**config.mk**
```make
export PLATFORM = sky130hd
export DESIGN_NAME = hc05_at_sequencer
export DESIGN_NICKNAME = d
export VERILOG_FILES = /design/src/rtl/hc05_at_sequencer.sv
export SDC_FILE = /design/constraint.sdc
export NUM_CORES = 1
export LEC_CHECK = 0
export CAP_MARGIN = 20
export CORE_MARGIN = 4
export CORE_UTILIZATION = 40
export DETAILED_ROUTE_END_ITERATION = 8
export PLACE_DENSITY = 0.62
export SYNTH_ARGS = -nofsm -noshare
export SYNTH_HDL_FRONTEND = slang
export SYNTH_SLANG_ARGS = --single-unit
```
**constraint.sdc**
```tcl
create_clock -name clk -period 2.8 [get_ports clk]
set_clock_uncertainty 0.05 [all_clocks]
set_input_delay 0.7 -clock clk [delete_from_list [all_inputs] [get_ports clk]]
set_output_delay 0.7 -clock clk [all_outputs]
set_load 0.01 [all_outputs]
```
**src/rtl/hc05_at_sequencer.sv**
```systemverilog
// HC-05 boot-time AT-command sequencer and UART link arbiter.
// Optional "ERROR" reply detection is enabled by defining HC05_ERR_DETECT_EN.
module hc05_at_sequencer #(
    parameter int TIMEOUT_CYCLES   = 5000000,
    parameter int MAX_RETRY        = 3,
    parameter int KEY_SETUP_CYCLES = 50000,
    parameter int GAP_CYCLES       = 1000
) (
    input  logic       clk,
    input  logic       reset_n,
    input  logic       start,
    output logic [7:0] uart_tx_data,
    output logic       uart_tx_valid,
    input  logic       uart_tx_ready,
    input  logic [7:0] uart_rx_data,
    input  logic       uart_rx_valid,
    input  logic [7:0] host_tx_data,
    input  logic       host_tx_valid,
    output logic       host_tx_ready,
    output logic [7:0] host_rx_data,
    output logic       host_rx_valid,
    output logic       hc05_key,
    output logic       busy,
    output logic       done,
    output logic       fail,
    output logic [1:0] cmd_idx
);

    localparam int TMAX_A = (TIMEOUT_CYCLES > KEY_SETUP_CYCLES) ? TIMEOUT_CYCLES : KEY_SETUP_CYCLES;
    localparam int TMAX   = (TMAX_A > GAP_CYCLES) ? TMAX_A : GAP_CYCLES;
    localparam int TW     = $clog2(TMAX + 1);
    localparam int RW     = (MAX_RETRY < 1) ? 1 : $clog2(MAX_RETRY + 1);

    localparam logic [TW-1:0] TO_LAST  = TW'(TIMEOUT_CYCLES - 1);
    localparam logic [TW-1:0] KS_LAST  = TW'(KEY_SETUP_CYCLES - 1);
    localparam logic [TW-1:0] GAP_LAST = TW'(GAP_CYCLES - 1);
    localparam logic [RW-1:0] RETRY_MAX = RW'(MAX_RETRY);

    typedef enum logic [2:0] {
        S_IDLE, S_KEY_SETUP, S_SEND, S_WAIT, S_GAP, S_DONE, S_FAIL
    } state_t;

    function automatic logic [7:0] rom_byte(input logic [4:0] a);
        case (a)
            5'd0:  rom_byte = "A";
            5'd1:  rom_byte = "T";
            5'd2:  rom_byte = 8'h0D;
            5'd3:  rom_byte = 8'h0A;
            5'd4:  rom_byte = "A";
            5'd5:  rom_byte = "T";
            5'd6:  rom_byte = "+";
            5'd7:  rom_byte = "R";
            5'd8:  rom_byte = "O";
            5'd9:  rom_byte = "L";
            5'd10: rom_byte = "E";
            5'd11: rom_byte = "=";
            5'd12: rom_byte = "1";
            5'd13: rom_byte = 8'h0D;
            5'd14: rom_byte = 8'h0A;
            5'd15: rom_byte = "A";
            5'd16: rom_byte = "T";
            5'd17: rom_byte = "+";
            5'd18: rom_byte = "C";
            5'd19: rom_byte = "M";
            5'd20: rom_byte = "O";
            5'd21: rom_byte = "D";
            5'd22: rom_byte = "E";
            5'd23: rom_byte = "=";
            5'd24: rom_byte = "1";
            5'd25: rom_byte = 8'h0D;
            5'd26: rom_byte = 8'h0A;
            default: rom_byte = 8'h00;
        endcase
    endfunction

    function automatic logic [4:0] cmd_first(input logic [1:0] i);
        case (i)
            2'd0:    cmd_first = 5'd0;
            2'd1:    cmd_first = 5'd4;
            default: cmd_first = 5'd15;
        endcase
    endfunction

    function automatic logic [4:0] cmd_last(input logic [1:0] i);
        case (i)
            2'd0:    cmd_last = 5'd3;
            2'd1:    cmd_last = 5'd14;
            default: cmd_last = 5'd26;
        endcase
    endfunction

`ifdef HC05_ERR_DETECT_EN
    function automatic logic [7:0] err_char(input logic [2:0] n);
        case (n)
            3'd0:    err_char = "E";
            3'd1:    err_char = "R";
            3'd2:    err_char = "R";
            3'd3:    err_char = "O";
            default: err_char = "R";
        endcase
    endfunction

    logic [2:0] err_cnt_q, err_cnt_d;
`endif

    state_t        state_q, state_d;
    logic [TW-1:0] timer_q, timer_d;
    logic [4:0]    ptr_q, ptr_d;
    logic [1:0]    cmd_idx_q, cmd_idx_d;
    logic [RW-1:0] retry_q, retry_d;
    logic          o_seen_q, o_seen_d;
    logic [7:0]    host_rx_data_q, host_rx_data_d;
    logic          host_rx_valid_q, host_rx_valid_d;
    logic          hit_ok, hit_err, fwd;

    always_comb begin
        state_d         = state_q;
        timer_d         = (timer_q == '1) ? timer_q : timer_q + TW'(1);
        ptr_d           = ptr_q;
        cmd_idx_d       = cmd_idx_q;
        retry_d         = retry_q;
        o_seen_d        = o_seen_q;
`ifdef HC05_ERR_DETECT_EN
        err_cnt_d       = err_cnt_q;
`endif
        hit_ok          = 1'b0;
        hit_err         = 1'b0;
        fwd             = 1'b0;
        uart_tx_data    = 8'h00;
        uart_tx_valid   = 1'b0;
        host_tx_ready   = 1'b0;
        hc05_key        = 1'b0;
        busy            = 1'b0;
        done            = 1'b0;
        fail            = 1'b0;

        case (state_q)
            S_IDLE: begin
                if (start) begin
                    state_d   = S_KEY_SETUP;
                    cmd_idx_d = 2'd0;
                    retry_d   = '0;
                    ptr_d     = cmd_first(2'd0);
                end
            end
            S_KEY_SETUP: begin
                hc05_key = 1'b1;
                busy     = 1'b1;
                if (timer_q == KS_LAST) state_d = S_SEND;
            end
            S_SEND: begin
                hc05_key      = 1'b1;
                busy          = 1'b1;
                uart_tx_valid = 1'b1;
                uart_tx_data  = rom_byte(ptr_q);
                if (uart_tx_ready) begin
                    if (ptr_q == cmd_last(cmd_idx_q)) begin
                        state_d  = S_WAIT;
                        o_seen_d = 1'b0;
`ifdef HC05_ERR_DETECT_EN
                        err_cnt_d = 3'd0;
`endif
                    end else begin
                        ptr_d = ptr_q + 5'd1;
                    end
                end
            end
            S_WAIT: begin
                hc05_key = 1'b1;
                busy     = 1'b1;
                if (uart_rx_valid) begin
                    hit_ok   = o_seen_q && (uart_rx_data == "K");
                    o_seen_d = (uart_rx_data == "O");
`ifdef HC05_ERR_DETECT_EN
                    if (uart_rx_data == err_char(err_cnt_q)) begin
                        if (err_cnt_q == 3'd4) begin
                            hit_err   = 1'b1;
                            err_cnt_d = 3'd0;
                        end else begin
                            err_cnt_d = err_cnt_q + 3'd1;
                        end
                    end else begin
                        err_cnt_d = (uart_rx_data == "E") ? 3'd1 : 3'd0;
                    end
`endif
                end
                // OK has priority over both timeout and an ERROR reply
                if (hit_ok) begin
                    state_d = (cmd_idx_q == 2'd2) ? S_DONE : S_GAP;
                end else if (hit_err || timer_q == TO_LAST) begin
                    if (retry_q < RETRY_MAX) begin
                        retry_d = retry_q + RW'(1);
                        ptr_d   = cmd_first(cmd_idx_q);
                        state_d = S_SEND;
                    end else begin
                        state_d = S_FAIL;
                    end
                end
            end
            S_GAP: begin
                hc05_key = 1'b1;
                busy     = 1'b1;
                if (timer_q == GAP_LAST) begin
                    state_d   = S_SEND;
                    cmd_idx_d = cmd_idx_q + 2'd1;
                    retry_d   = '0;
                    ptr_d     = cmd_first(cmd_idx_q + 2'd1);
                end
            end
            S_DONE: begin
                done = 1'b1;
                if (start) begin
                    state_d   = S_KEY_SETUP;
                    cmd_idx_d = 2'd0;
                    retry_d   = '0;
                    ptr_d     = cmd_first(2'd0);
                end else begin
                    uart_tx_data  = host_tx_data;
                    uart_tx_valid = host_tx_valid;
                    host_tx_ready = uart_tx_ready;
                    fwd           = 1'b1;
                end
            end
            S_FAIL: begin
                fail = 1'b1;
                if (start) begin
                    state_d   = S_KEY_SETUP;
                    cmd_idx_d = 2'd0;
                    retry_d   = '0;
                    ptr_d     = cmd_first(2'd0);
                end
            end
            default: state_d = S_IDLE;
        endcase

        // Every state change restarts the shared timer
        if (state_d != state_q) timer_d = '0;

        host_rx_valid_d = fwd && uart_rx_valid;
        host_rx_data_d  = (fwd && uart_rx_valid) ? uart_rx_data : host_rx_data_q;
    end

    always_ff @(posedge clk or negedge reset_n) begin
        if (!reset_n) begin
            state_q         <= S_IDLE;
            timer_q         <= '0;
            ptr_q           <= '0;
            cmd_idx_q       <= '0;
            retry_q         <= '0;
            o_seen_q        <= 1'b0;
`ifdef HC05_ERR_DETECT_EN
            err_cnt_q       <= 3'd0;
`endif
            host_rx_data_q  <= 8'h00;
            host_rx_valid_q <= 1'b0;
        end else begin
            state_q         <= state_d;
            timer_q         <= timer_d;
            ptr_q           <= ptr_d;
            cmd_idx_q       <= cmd_idx_d;
            retry_q         <= retry_d;
            o_seen_q        <= o_seen_d;
`ifdef HC05_ERR_DETECT_EN
            err_cnt_q       <= err_cnt_d;
`endif
            host_rx_data_q  <= host_rx_data_d;
            host_rx_valid_q <= host_rx_valid_d;
        end
    end

    assign host_rx_data  = host_rx_data_q;
    assign host_rx_valid = host_rx_valid_q && (state_q == S_DONE);
    assign cmd_idx       = cmd_idx_q;

endmodule

```
==> impl_results.md <==
- Total track usage: 0.173
- Fillers: 726
- Layout cell share with drive strength beyond 1: 0.262
- CP Launch Type: flop
- Core area: 0.00789 mm²
- Vias per cell: 5.49
- Peak Freq: 0.364 GHz
- Minimum clock period: 2750 ps
- RePlAce Congestion: 0.845
- Post-Place Cells: 551
- Clock insertion delay at the later pin of the skew report: 300 ps
- Final worst slack: 52.2 ps
- Die area: 0.00977 mm²
- Worst vdd ir: 0.000416 V
- CTS tree: yes
- Clock Pin Slew Worst Setup and Hold Paths: 90 ps
- DRT antenna net count: 0
- Cells after Synth: 378
- Period Utilization, post-route: 0.981
- Initial antenna violation count: 0
- First-pass DRT Iterations: 4
- Grt met3 use: 0.0269
- Vias in the first global route: 3,026
- Post-Route WL: 8.74 mm
- Leak: 0.00198 µW
- R2r worst-path depth: 8
- Starting density of the core: 0.419
- I/O Pins: 47
- Fin nets: 500
- Layer with the highest usage: met2
- Non-Filler Instances: 568
- Maxcap violations: 0
- Mapped Nets: 413
- Ys Warns: 0
- Drt wl/cell: 15.4 µm
- Final hold vios: 0
- Critical path type: flop to output pin
- H-tree Lvls: 2
- Post-Place Setup Slack: -353 ps
- Detailed Route Iter0 Violations: 127
- Hold Buf Count CTS: 0
- GRT met1 Usage: 0.236
- First-pass GRT wire length: 14.3 mm
- CTS buffer count: 5
- Final setup violation count: 0
- Clock tree sinks: 45
- EDFF count, synth: 0
- Diode count: 0
- Hold_ws: 299 ps
- Power per Cell Area: 564 mW/mm²
- CTS Root Cell: clkbuf_8
- Met2 global-route usage: 0.295
- Yosys reg bits: 45
- Routed vias: 3,120
- WP data required: 2050 ps
- Unique cell type count in the Yosys netlist: 57
- Mapped Area: 0.00330 mm²
- Outcome: completed
- Syn avg cell area: 8.74 µm²
- Die W: 98.9 µm
- Die outline height: 98.9 µm
- Worst Path Max Fanout: 4
- Clk buf depth: 2
- Dpl hpwl: 6.28 mm
- CP endpoint kind: output pin
- Leading cell type in the layout, fill and taps excluded: buf_4
- Cell Rows: 32
- Most frequent cells in the layout: buf_4, dfrtp_1, nand2_1, clkdlybuf4s50_1, nor3_1
- PortBufs: 46
- Most common flop cell mapped by yosys: dfrtp_1
- Pins over their slew limit: 0
- P&R area growth vs syn: 36.3%
- Register area share after synthesis: 0.341
- Slew @ Worst Pin: 588 ps
- Relative slew slack: 0.607
- DRC viols: 0
- Overflow after GRT: 0
- Largest net degree at the start of global routing: 46
- Worst endpoint data arrival time: 2000 ps
- RSZ-0062 raised after global routing: true
- Async SR Flop Fraction: 1.00
- Min-Delay Path Class: input port to asynchronous set/reset pin
==> cells in the mapped netlist, drive strengths merged, types with 4 or more instances <==
library cell   n  share of area
dfrtp         45           0.34
nand2         34          0.039
nor3          33          0.053
o21ai         24          0.036
nand3         22          0.035
nor2          21          0.025
a21oi         17          0.026
xor2          16          0.042
clkbuf        13          0.015
ha            13          0.049
buf           11          0.019
and3          10          0.020
inv           10          0.011
mux2          10          0.034
nor2b          8          0.015
xnor2          8          0.023
mux2i          7          0.021
nor4           7          0.013
nand4          6          0.011
o211ai         6          0.014
a22o           5          0.013
nand2b         5         0.0095
or4            5          0.013
and2           4         0.0076
==> report_power, final <==
group | switching [µW] | leakage (µW) | total (µW) | internal, µW
registers | 241 | 0.000531 | 1070 | 827
clock network | 230 | 0.0000512 | 430 | 200
logic | 510 | 0.00139 | 1040 | 530
==> layout make-up <==
class,instances,area [µm²],share of cell area
Clock buffer,6,82.6,0.0184
Clock inverter,2,13.8,0.00306
Inverter,11,41.3,0.00918
Multi-Input combinational cell,298,2160,0.480
Sequential cell,45,1130,0.251
Tap cell,102,128,0.0284
Timing Repair Buffer,104,947,0.211
==> cell families after synthesis <==
kind of cell / synth area share
flops: 0.341
compound gates: 0.147
fa+ha+maj: 0.0493
simple gates: 0.282
xor+xnor: 0.0659
buf+inv: 0.0458
mux: 0.0690
==> through the flow <==
step,instance area (µm²),utilization,total power (µW),setup TNS (ps)
floorplan,3300,-,1690,0
global route,4500,0.570,2700,-200
CTS,4310,0.546,2490,-223
global placement,4180,0.530,2010,-6910
detailed placement,4180,0.530,2050,-9430
finish,4500,0.570,2540,0
==> timing repair <==
| item | CTS | global route |
|---|---|---|
| pin swaps | 3 | 19 |
| endpoints found under the hold margin | 0 | 0 |
| setup endpoints to repair | 33 | 34 |
| gates cloned | 0 | 2 |
| gates resized for setup | 34 | 32 |
| buffers inserted | 2 | 6 |
==> critical path, cell delays in order, from the launching register on <==
cell and delay [ps]:
dfrtp_1 420, inv_2 140, ha_4 230, inv_2 60
nor2_2 40, mux2_2 270, a21oi_1 140, o41ai_1 90
a22o_1 180, clkbuf_2 120
==> worst paths after layout <==
kind,slack [ps],endpoint,from
setup / recovery,50,uart_tx_data[3],ptr_q[0]
hold / removal,300,ptr_q[4],reset_n
setup reg to reg,140,timer_q[9],timer_q[20]
hold reg to reg,460,host_rx_data[0],host_rx_data[0]
max in group asynchronous,2140,ptr_q[3],reset_n
min in group clk,460,host_rx_data[0],host_rx_data[0]
==> per-layer routing <==
metal	wire length, µm	vias up
met5	0	-
met4	42	0
met3	400	7
met2	4270	74
met1	4030	1488
li1	-	1551
==> flip-flops by register name, summed over array words and instances (netlist names) <==
signal and cells:
retry_q 2, cmd_idx 2, state_q 3, o_seen_q 1, timer_q 23, host_rx_data 8
ptr_q 5, host_rx_valid_q 1
Note: power is estimated with default switching activity, not from simulation.
